[src/rtl/rf_wb_scheduler_if.sv]
// Bundle for the writeback scheduler: issue check, ALU and LSU writeback requests,
// and the shared register-file write port with the busy scoreboard.
interface rf_wb_scheduler_if #(
  parameter int XLEN = 32
);
  logic            iss_valid;
  logic [4:0]      iss_rs1;
  logic [4:0]      iss_rs2;
  logic [4:0]      iss_rd;
  logic            iss_long;
  logic            iss_stall;
  logic            alu_valid;
  logic [4:0]      alu_rd;
  logic [XLEN-1:0] alu_data;
  logic            lsu_valid;
  logic [4:0]      lsu_rd;
  logic [XLEN-1:0] lsu_data;
  logic            lsu_ready;
  logic            pipe_hold;
  logic            we3;
  logic [4:0]      wa3;
  logic [XLEN-1:0] wd3;
  logic [31:0]     busy;
  logic            hold_err;

  modport slave (
    input  iss_valid, iss_rs1, iss_rs2, iss_rd, iss_long,
    input  alu_valid, alu_rd, alu_data,
    input  lsu_valid, lsu_rd, lsu_data,
    output iss_stall, lsu_ready, pipe_hold, we3, wa3, wd3, busy, hold_err
  );

  modport master (
    output iss_valid, iss_rs1, iss_rs2, iss_rd, iss_long,
    output alu_valid, alu_rd, alu_data,
    output lsu_valid, lsu_rd, lsu_data,
    input  iss_stall, lsu_ready, pipe_hold, we3, wa3, wd3, busy, hold_err
  );
endinterface

[src/rtl/rf_wb_scheduler.sv]
// Arbitrates the single register-file write port between ALU and LSU writebacks,
// tracks LSU-owed destinations and stalls issue on hazards against them.
module rf_wb_scheduler #(
  parameter int STARVE_LIMIT = 4,
  parameter int XLEN         = 32
) (
  input logic              clk,
  input logic              rst_n,
  rf_wb_scheduler_if.slave bus
);
  typedef enum logic {NORMAL, FORCE} state_t;

  state_t          state_q, state_d;
  logic [3:0]      cnt_q, cnt_d;
  logic            pipe_hold_q, pipe_hold_d;
  logic            hold_err_q, hold_err_d;
  logic            we3_q, we3_d;
  logic [4:0]      wa3_q, wa3_d;
  logic [XLEN-1:0] wd3_q, wd3_d;
  logic            src_lsu_q, src_lsu_d;
  logic [31:0]     busy_q, busy_d;

  logic alu_win, lsu_ready, lsu_acc, iss_stall, iss_acc;

  always_comb begin
    alu_win = bus.alu_valid && (bus.alu_rd != 5'd0);
    // In FORCE the LSU is guaranteed the port unless the ALU ignores the hold.
    lsu_ready = (state_q == FORCE) ? !alu_win
                                   : (!bus.alu_valid || (bus.alu_rd == 5'd0));
    lsu_acc   = bus.lsu_valid && lsu_ready;

    iss_stall = bus.iss_valid && (busy_q[bus.iss_rs1] || busy_q[bus.iss_rs2] ||
                                  (bus.iss_long && busy_q[bus.iss_rd]) || pipe_hold_q);
    iss_acc   = bus.iss_valid && !iss_stall && bus.iss_long && (bus.iss_rd != 5'd0);

    we3_d     = 1'b0;
    wa3_d     = wa3_q;
    wd3_d     = wd3_q;
    src_lsu_d = 1'b0;
    if (alu_win) begin
      we3_d = 1'b1;
      wa3_d = bus.alu_rd;
      wd3_d = bus.alu_data;
    end else if (lsu_acc && (bus.lsu_rd != 5'd0)) begin
      we3_d     = 1'b1;
      wa3_d     = bus.lsu_rd;
      wd3_d     = bus.lsu_data;
      src_lsu_d = 1'b1;
    end

    cnt_d       = 4'd0;
    state_d     = NORMAL;
    pipe_hold_d = 1'b0;
    hold_err_d  = hold_err_q || ((state_q == FORCE) && alu_win);
    if (state_q == NORMAL && bus.lsu_valid && !lsu_ready) begin
      cnt_d = (cnt_q < 4'(STARVE_LIMIT)) ? cnt_q + 4'd1 : cnt_q;
      if (cnt_d == 4'(STARVE_LIMIT)) begin
        state_d     = FORCE;
        pipe_hold_d = 1'b1;
      end
    end

    // Clear and set never hit the same bit: a WAW on a busy rd stalls issue.
    busy_d = busy_q;
    if (we3_q && src_lsu_q) busy_d[wa3_q] = 1'b0;
    if (iss_acc) busy_d[bus.iss_rd] = 1'b1;
    busy_d[0] = 1'b0;
  end

  always_ff @(posedge clk or negedge rst_n) begin
    if (!rst_n) begin
      state_q     <= NORMAL;
      cnt_q       <= 4'd0;
      pipe_hold_q <= 1'b0;
      hold_err_q  <= 1'b0;
      we3_q       <= 1'b0;
      wa3_q       <= 5'd0;
      wd3_q       <= '0;
      src_lsu_q   <= 1'b0;
      busy_q      <= 32'd0;
    end else begin
      state_q     <= state_d;
      cnt_q       <= cnt_d;
      pipe_hold_q <= pipe_hold_d;
      hold_err_q  <= hold_err_d;
      we3_q       <= we3_d;
      wa3_q       <= wa3_d;
      wd3_q       <= wd3_d;
      src_lsu_q   <= src_lsu_d;
      busy_q      <= busy_d;
    end
  end

  assign bus.iss_stall = iss_stall;
  assign bus.lsu_ready = lsu_ready;
  assign bus.pipe_hold = pipe_hold_q;
  assign bus.hold_err  = hold_err_q;
  assign bus.we3       = we3_q;
  assign bus.wa3       = wa3_q;
  assign bus.wd3       = wd3_q;
  assign bus.busy      = busy_q;
endmodule

[src/flat_wrapper.sv]
// flat-port wrapper written by rule: the top's interface ports become plain ports
module rf_wb_scheduler_flat 
#(
  parameter int STARVE_LIMIT = 4,
  parameter int XLEN         = 32
)
  (clk, rst_n, bus_iss_valid, bus_iss_rs1, bus_iss_rs2, bus_iss_rd, bus_iss_long, bus_alu_valid, bus_alu_rd, bus_alu_data, bus_lsu_valid, bus_lsu_rd, bus_lsu_data, bus_iss_stall, bus_lsu_ready, bus_pipe_hold, bus_we3, bus_wa3, bus_wd3, bus_busy, bus_hold_err);
  rf_wb_scheduler_if #(.XLEN(XLEN)) bus_i ();
  input logic clk;
  input logic rst_n;
  input wire logic [$bits(bus_i.iss_valid)-1:0] bus_iss_valid;
  input wire logic [$bits(bus_i.iss_rs1)-1:0] bus_iss_rs1;
  input wire logic [$bits(bus_i.iss_rs2)-1:0] bus_iss_rs2;
  input wire logic [$bits(bus_i.iss_rd)-1:0] bus_iss_rd;
  input wire logic [$bits(bus_i.iss_long)-1:0] bus_iss_long;
  input wire logic [$bits(bus_i.alu_valid)-1:0] bus_alu_valid;
  input wire logic [$bits(bus_i.alu_rd)-1:0] bus_alu_rd;
  input wire logic [$bits(bus_i.alu_data)-1:0] bus_alu_data;
  input wire logic [$bits(bus_i.lsu_valid)-1:0] bus_lsu_valid;
  input wire logic [$bits(bus_i.lsu_rd)-1:0] bus_lsu_rd;
  input wire logic [$bits(bus_i.lsu_data)-1:0] bus_lsu_data;
  output wire logic [$bits(bus_i.iss_stall)-1:0] bus_iss_stall;
  output wire logic [$bits(bus_i.lsu_ready)-1:0] bus_lsu_ready;
  output wire logic [$bits(bus_i.pipe_hold)-1:0] bus_pipe_hold;
  output wire logic [$bits(bus_i.we3)-1:0] bus_we3;
  output wire logic [$bits(bus_i.wa3)-1:0] bus_wa3;
  output wire logic [$bits(bus_i.wd3)-1:0] bus_wd3;
  output wire logic [$bits(bus_i.busy)-1:0] bus_busy;
  output wire logic [$bits(bus_i.hold_err)-1:0] bus_hold_err;
  assign bus_i.iss_valid = bus_iss_valid;
  assign bus_i.iss_rs1 = bus_iss_rs1;
  assign bus_i.iss_rs2 = bus_iss_rs2;
  assign bus_i.iss_rd = bus_iss_rd;
  assign bus_i.iss_long = bus_iss_long;
  assign bus_i.alu_valid = bus_alu_valid;
  assign bus_i.alu_rd = bus_alu_rd;
  assign bus_i.alu_data = bus_alu_data;
  assign bus_i.lsu_valid = bus_lsu_valid;
  assign bus_i.lsu_rd = bus_lsu_rd;
  assign bus_i.lsu_data = bus_lsu_data;
  assign bus_iss_stall = bus_i.iss_stall;
  assign bus_lsu_ready = bus_i.lsu_ready;
  assign bus_pipe_hold = bus_i.pipe_hold;
  assign bus_we3 = bus_i.we3;
  assign bus_wa3 = bus_i.wa3;
  assign bus_wd3 = bus_i.wd3;
  assign bus_busy = bus_i.busy;
  assign bus_hold_err = bus_i.hold_err;
  rf_wb_scheduler #(.STARVE_LIMIT(STARVE_LIMIT), .XLEN(XLEN)) u_core (.clk(clk), .rst_n(rst_n), .bus(bus_i));
endmodule
[config.mk]
export PLATFORM = sky130hd
export DESIGN_NAME = rf_wb_scheduler_flat
export DESIGN_NICKNAME = d
export VERILOG_FILES = /design/src/rtl/rf_wb_scheduler_if.sv /design/src/rtl/rf_wb_scheduler.sv /design/src/flat_wrapper.sv
export SDC_FILE = /design/constraint.sdc
export NUM_CORES = 1
export LEC_CHECK = 0
export BUFFER_PORTS_ARGS = -buffer_cell sky130_fd_sc_hd__buf_4
export CAP_MARGIN = 40
export CORE_MARGIN = 4
export CORE_UTILIZATION = 53
export DETAILED_ROUTE_END_ITERATION = 8
export PLACE_DENSITY = 0.86
export SLEW_MARGIN = 20
export SYNTH_ARGS = -nofsm -noshare
export SYNTH_HDL_FRONTEND = slang
export SYNTH_SLANG_ARGS = --single-unit
[constraint.sdc]
create_clock -name clk -period 5.83 [get_ports clk]
set_input_delay 1.166 -clock clk [delete_from_list [all_inputs] [get_ports clk]]
set_output_delay 1.166 -clock clk [all_outputs]
set_load 0.005 [all_outputs]
* After elaboration in Yosys (flattened, before gate mapping)
Cells that the tools add are included.
Storage, ports and cells: register bits after elaboration 76, input port bits 95, output and inout bits 74, word-level logic and storage cells 73
Cells by class: add/sub/neg operators 1, order comparisons 7, equal/unequal tests 1, mux-type cells 24, bitwise gates (word level) 4, reduce and logical (&&, ||, !) cells 28
Operators with widths (count):
- $mux W32 | 4
- $and A32 B32 Y32 | 1
- $not A32 Y32 | 1
- $or A32 B32 Y32 | 1
- $lt A5 B6 Y1 const B | 4
- $bmux W1 S5 | 3
- $reduce_bool A5 Y1 | 3
- $logic_and A1 B1 Y1 | 14
- $mux W1 | 11
- $demux W1 S5 | 2
- $ge A5 B1 Y1 const B | 2
- $mux W5 | 2
- $mux W4 | 2
- $logic_not A5 Y1 | 1
- $logic_or A1 B1 Y1 | 5
- $add A4 B1 Y4 const B | 1
- $eq A4 B3 Y1 const B | 1
- $logic_not A1 Y1 | 4
- $lt A4 B3 Y1 const B | 1
- $reduce_bool A2 Y1 | 1
- $not A1 Y1 | 1

* Depth between registers and ports, before layout
Gate-level depths: netlist of run 1.
depth after elaboration 11, gate-level depth with buffers 8, depth with buffers taken out 6

* Least setup slack after synthesis of run 1
OpenSTA, ideal clock, no wires.
path kind input port to output port, start input port bus_iss_rs2[1], end output port bus_iss_stall, arrival 2662 ps, data required time 4664 ps, path slack 2002 ps, cell stages on the path 6, buffers on the path 1, cell sequence buf_2 > mux4_2 > mux2_2 > a32oi_1 > and4_1 > a31oi_1
Between the ends: cells in the longest elaborated chain, start to end 6
RTL lines:
- start, declared | line flat_wrapper.sv:13 | input wire logic [$bits(bus_i.iss_rs2)-1:0] bus_iss_rs2;
- $bmux W1 S5 | line rf_wb_scheduler.sv:32 | iss_stall = bus.iss_valid && (busy_q[bus.iss_rs1] || busy_q[bus.iss_rs2] ||
- $mux W1 (implied by the code) | line rf_wb_scheduler.sv:32
- $logic_or A1 B1 Y1 (2 in a row) | line rf_wb_scheduler.sv:32
- $logic_or A1 B1 Y1 | line rf_wb_scheduler.sv:33 | (bus.iss_long && busy_q[bus.iss_rd]) || pipe_hold_q);
- $logic_and A1 B1 Y1 | line rf_wb_scheduler.sv:32
- end, declared | line flat_wrapper.sv:22 | output wire logic [$bits(bus_i.iss_stall)-1:0] bus_iss_stall;
Every way passes these cells. The select of a mux whose other input is x is not followed.

* Final worst setup path of run 1
start input port bus_iss_rs1[1], end output port bus_iss_stall
Between the ends: cells in the longest elaborated chain, start to end 6
RTL lines:
- start, declared | line flat_wrapper.sv:12 | input wire logic [$bits(bus_i.iss_rs1)-1:0] bus_iss_rs1;
- $bmux W1 S5 | line rf_wb_scheduler.sv:32
- $mux W1 (implied by the code) | line rf_wb_scheduler.sv:32
- $logic_or A1 B1 Y1 (2 in a row) | line rf_wb_scheduler.sv:32
- $logic_or A1 B1 Y1 | line rf_wb_scheduler.sv:33
- $logic_and A1 B1 Y1 | line rf_wb_scheduler.sv:32
Every way passes these cells. The select of a mux whose other input is x is not followed.

==> results.yml, run 1 <==
cells_and_area:
  layout_commonest_cell: "buf_4"
  final_nets: 685
  n_antenna_cell: 0
  syn2layout_area_growth_pct: 35.0
  design_area_um2: 5790
  final_cell_mix: "169 x buf_4, 76 x dfrtp_1, 64 x mux2i_1"
  drive_above_1_share_pct: 35.2
sta:
  fin_tns_setup_ps: 0
  period_share_pct: 69.7
  fin_crit_ps: 4060
  fmax_ghz: 0.246
  finalClockSkew_ps: 9.85
  tightest_slew_ps: 637
  final-hold-violation-count: 0
  finalSetupViolCount: 0
  rsz0062_at_grt: "false"
  maxSlewViolCount: 0
  max-slew-margin-rel_pct: 57.5
route:
  vias: 4279
  drc: 0
  dr.first_iter.drc_count: 387
  antenna_left: 0
  vias_per_cell: 6.15
  drtPass1Iterations: 6
  totalWireLength_um: 14400
  wire_per_inst_um: 20.7
setup_path:
  slowest_stage: "mux4_2"
  cpPeakStageDelay_ps: 550
  crit_top_cell: "buf_4"
  startpoint_type: "input pin"
  reg2reg_depth: 6
  criticalPathCategory: "input pin to output pin"
  crit_path_end_kind: "output pin"
  crit_cells: 7
  path_buf_inv: 2
  cp_max_fo: 15
  path_cells: "buf_4 > mux4_2 > o2bb2ai_1 > a211oi_1 > nor3_2 > a31oi_1 > buf_4"
  cpLargestDelayFamily: "multiplexers"
  cp.arrival_ps: 2900
  cp.required_ps: 4660
yosys:
  synthesis.nets: 530
  synth_top_cell_by_area: "dfrtp_1"
  synth_top_family_by_area: "multiplexers"
  synth_cells: 434
  ys_warn_count: 0
  synth.top_cell.area_share_pct: 44.4
  synthXorXnorAreaFrac_pct: 0.204
  yosys_register_bits: 76
  async_flop_share_pct: 100
  syn_avg_cell_area_um2: 9.88
  synth_compound_area_share_pct: 17.4
  synthDistinctLibCells: 52
  ys.flop_type: "dfrtp_1"
  synth-simple-area-share_pct: 14.4
  synth_edf_count: 0
  synth-adder-area-share_pct: 0.292
  ys_seq_area_share_pct: 44.4
  synthMuxAreaShare_pct: 19.9
  netlist_top_cells_area: "dfrtp_1 44%, mux2i_1 15%, o21ai_1 7.1%, o21ai_0 4.8%, nand2_1 4.0%"
  netlist_area_um2: 4290
clocking:
  ctsHoldBuffers: 0
  cts-buffers-inserted: 9
  cts_setup_buffers: 0
  htree_levels: 3
  path_clk_slew_ps: 80
  clk_latency_ps: 350
  cts_resized: 0
  cts_tree: "built"
  root_buffer: "clkbuf_8"
  clock-sinks: 76
  cts_buffer_depth: 2
floorplanning:
  dieArea_um2: 9590
  initial_utilization_pct: 54.9
  die_w_um: 97.9
  chipHeight_um: 97.9
  coreArea_um2: 7810
  io_pins: 169
  num_rows: 32
power_and_ir_drop:
  ir_worst_vdd_v: 0.000216
  power_density_nw_per_um2: 278
  cellLeakagePower_nw: 2.68
status:
  status: "finished, final reports clean"
place:
  dp_hpwl_um: 10800
  placed_cell_area_um2: 5600
  routabilityCongestion: 1.01
  numPortBuffers: 167
global_routing:
  grt_pass1_wl_um: 22700
  grtUsageTotal_pct: 30.3
  grt_pass1_vias: 4337
  antenna_found_initial: 0
  grt_remaining_overflow: 0
  grt_max_degree: 73
worst_hold_path:
  hold_path_depth: 1
  hp-class: "flop to flop"
run:
  max-cap-violations: 0
-- Yosys cell counts, types with 3 or more instances --
library cell	instances
or3_1	3
a21oi_1	6
mux2_2	4
o21ai_1	61
mux2_1	3
nand3_1	5
nand2_1	46
mux4_2	6
clkbuf_1	13
buf_2	8
inv_1	6
nor2b_1	7
o22ai_1	4
nor2_1	17
nand4_2	4
nand2b_1	6
a22oi_1	4
dfrtp_1	76
mux2i_1	64
buf_4	4
o21ai_0	41
nand3b_1	7
-- cell families (layout without fill, tap and decap cells) --
kind of cell,after synthesis,after routing
compound gates,133,133
simple gates,113,113
mux,77,77
flops,76,76
buf+inv,32,192
fa+ha+maj,1,1
other cells,1,1
xor+xnor,1,1
-- metal layers --
metal,up-vias,global-route usage (%),wire [um],share of wire [%]
met4,0,13.7,647,4.5
met2,308,49.9,6940,48
li1,1900,-,-,-
met3,64,10.5,1810,13
met5,-,0,0,0
met1,2007,35.8,5000,35
-- per-stage QoR --
step           cells  util (%)  setup slack [ps]  hold slack (ps)  power (W)
2_1_floorplan    434         -              2000              451   0.000926
5_1_grt          696      74.1              1640              493    0.00169
6_report         696      74.1              1770              471    0.00161
4_1_cts          696      74.1              1760              474    0.00161
3_5_place_dp     680      71.7              1770              454    0.00123
3_3_place_gp     679      71.4              1810              451    0.00121
-- path summary, 6_finish.rpt --
check | from | endpoint | slack, ps
worst min register to register | u_core.bus.hold_err$_DFF_PN0_ | u_core.bus.hold_err$_DFF_PN0_ | 470
worst max-delay path | bus_iss_rs1[1] | bus_iss_stall | 1770
worst min-delay path | u_core.bus.hold_err$_DFF_PN0_ | u_core.bus.hold_err$_DFF_PN0_ | 470
worst max register to register | u_core.bus.busy[15]$_DFF_PN0_ | u_core.bus.busy[6]$_DFF_PN0_ | 3420
max in group asynchronous | rst_n | u_core.bus.wd3[19]$_DFFE_PN0P_ | 4540
min in group asynchronous | rst_n | u_core.bus.busy[25]$_DFF_PN0_ | 700
-- state kept, by name, indices dropped and copies added (netlist names) --
register and flops:
u_core.bus.busy 31, u_core.bus.hold_err 1, u_core.bus.wa3 5, u_core.bus.wd3 32, u_core.bus.we3 1, u_core.cnt_q 4
u_core.src_lsu_q 1, u_core.state_q 1
-- area by class of cell --
type / instances / area, um^2
multi-input cells: 326 / 2250
well taps: 102 / 128
fillers: 555 / 2020
flip-flops and latches: 76 / 1900
clock buffers: 10 / 138
repair buffers: 170 / 1300
clock inverters: 6 / 47.5
inverters: 6 / 22.5
-- power by group --
group	internal (W)	switching, W
Clock	0.000170	0.000206
Sequential	0.000611	0.000151
Combinational	0.000269	0.000200
Note: power is estimated with default switching activity, not from simulation.
==> run 2: changes to the inputs <==
ABC_AREA = 1   (was default)
CORE_UTILIZATION = 46   (was 53)
PLACE_DENSITY = 0.78   (was 0.86)
clock period = 3.6 ns   (was 5.83 ns; I/O delays follow)
==> run 2 against run 1 <==
Against the previous run: wire length increased by 12%; core utilization decreased by 11 points; sequential power increased by 60%; first-iteration DRC count increased by 5.7%; largest cell class unchanged; highest routed layer unchanged.
==> results.yml, run 2 <==
status:
  status: "finished, final reports clean"
yosys:
  ys_seq_area_share_pct: 40.1
  netlist_top_cells_area: "dfrtp_1 40%, nand2_1 21%, nor2_1 6.9%, nand3_1 5.4%, inv_1 4.5%"
  syn_avg_cell_area_um2: 6.69
  synth_edf_count: 0
  ys.flop_type: "dfrtp_1"
  yosys_register_bits: 76
  async_flop_share_pct: 100
  ys_warn_count: 0
  synth_cells: 710
  synthesis.nets: 806
  synthDistinctLibCells: 28
  yosysMostFrequentCell: "nand2_1"
  netlist_area_um2: 4750
  synth.top_cell.area_share_pct: 40.1
  synthTopCellsByCount: "262 x nand2_1, 87 x nor2_1, 76 x dfrtp_1"
  synth_top_cell_by_area: "dfrtp_1"
sta:
  max-slew-margin-rel_pct: 62.0
  finalSetupViolCount: 0
  fin_tns_setup_ps: 0
  fmax_ghz: 0.310
  finalClockSkew_ps: 13.0
  maxSlewViolCount: 0
  period_share_pct: 89.7
  setup_slack_ps: 372
  final-hold-violation-count: 0
  fin_crit_ps: 3230
  rsz0062_at_grt: "false"
  tightest_slew_ps: 570
place:
  place_ws_ps: 437
  numPortBuffers: 167
  dp_hpwl_um: 12500
  routabilityCongestion: 0.973
  placed_cell_area_um2: 6020
clocking:
  root_buffer: "clkbuf_8"
  clk_latency_ps: 360
  htree_levels: 3
  ctsHoldBuffers: 0
  cts_resized: 0
  cts_buffer_depth: 2
  path_clk_slew_ps: 80
  cts_setup_buffers: 0
  clock-sinks: 76
  cts_tree: "built"
  cts-buffers-inserted: 9
cells_and_area:
  drive_above_1_share_pct: 22.8
  n_antenna_cell: 0
  final_cell_mix: "261 x nand2_1, 173 x buf_4, 87 x nor2_1"
  largest_reg_flops: 32
  final_nets: 959
  syn2layout_area_growth_pct: 31.3
  layout_commonest_cell: "nand2_1"
  design_area_um2: 6230
floorplanning:
  dieArea_um2: 12000
  io_pins: 169
  num_rows: 36
  chipHeight_um: 110
  die_w_um: 110
  coreArea_um2: 9910
  initial_utilization_pct: 47.9
route:
  drtPass1Iterations: 6
  drc: 0
  antenna_left: 0
  vias: 5578
  vias_per_cell: 5.57
  totalWireLength_um: 16100
  wire_per_inst_um: 16.1
  dr.first_iter.drc_count: 409
run:
  max-cap-violations: 0
global_routing:
  grt_remaining_overflow: 0
  grtUsageTotal_pct: 27.4
  grt_pass1_wl_um: 25600
  antenna_found_initial: 0
  grt_max_degree: 41
  grt_pass1_vias: 5344
setup_path:
  crit_start: "bus_iss_rs2[0]"
  crit_path_end_kind: "output pin"
  r2r_end: "u_core.bus.busy[15]$_DFF_PN0_"
  path_buf_inv: 3
  criticalPathCategory: "input pin to output pin"
  r2r_start: "u_core.bus.busy[21]$_DFF_PN0_"
  slowest_stage: "nor2_2"
  cp_max_fo: 23
  reg2reg_depth: 12
  cp.arrival_ps: 2510
  path_cells: "buf_4 > clkinv_1 > nand2_1 > nand3_1 > nand3_1 > nand3_1 > nand2_1 > nand2_1 > nand2_1 > nor2_2 > a21boi_0 > buf_4"
  cpLargestDelayFamily: "simple AND/OR/NAND/NOR gates"
  crit_top_cell: "nand2_1"
  startpoint_type: "input pin"
  cpPeakStageDelay_ps: 470
  cp.required_ps: 2880
  rrSetupSlack_ps: 1530
power_and_ir_drop:
  power_density_nw_per_um2: 456
  cellLeakagePower_nw: 3.17
  ir_worst_vdd_v: 0.000281
worst_hold_path:
  hp-class: "input pin to async pin"
==> run 2: cell families (layout without fill, tap and decap cells) <==
kind of cell	count (synthesis)	in the layout	share of synthesized area, %
and+or+nand+nor	443	443	38.4
xor gates and xnor gates	1	1	0.185
muxes	1	1	0.211
DFF	76	76	40.1
adders and majority gates	1	1	0.264
AOI/OAI and AO/OA	89	89	11.0
buffers and inverters	98	256	9.86
other	1	1	0.0790
==> run 2: metal layers <==
layer,vias to the layer above,part of all wire (%),GRT usage (%)
li1,2609,-,-
met1,2517,37,34.8
met2,401,46,43.1
met3,51,13,6.58
met4,0,3.4,14.4
met5,-,0,0
==> run 2: layout make-up <==
cell class | count | area (um^2)
clock buffer | 12 | 145
clock inverter | 4 | 48.8
fill | 899 | 3680
inverter | 64 | 243
multi-input combinational | 536 | 2380
sequential | 76 | 1900
tap | 133 | 166
timing repair buffer | 176 | 1350
==> run 2: where the power goes <==
group	switching [W]	internal (W)
Clock	0.000317	0.000339
Combinational	0.000510	0.000451
Sequential	0.000209	0.00101
Total	0.00104	0.00180
==> run 2: metrics by stage <==
step           instances  hold slack [ps]  utilization [%]  power, W
5_1_grt             1001              347             62.9   0.00301
4_1_cts             1000              316             62.8   0.00283
3_3_place_gp         982              465             60.4   0.00214
3_5_place_dp         984              468             60.8   0.00218
2_1_floorplan        710              424                -   0.00165
6_report            1001              309             62.9   0.00284
==> run 2: worst max-delay path by stage <==
stage          slack [ps]  cells after the start            end
2_1_floorplan        1130                     12  bus_iss_stall
3_3_place_gp           40                     12  bus_iss_stall
3_5_place_dp          440                     12  bus_iss_stall
5_1_grt               170                     12  bus_iss_stall
6_report              370                     12  bus_iss_stall
4_1_cts               430                     12  bus_iss_stall
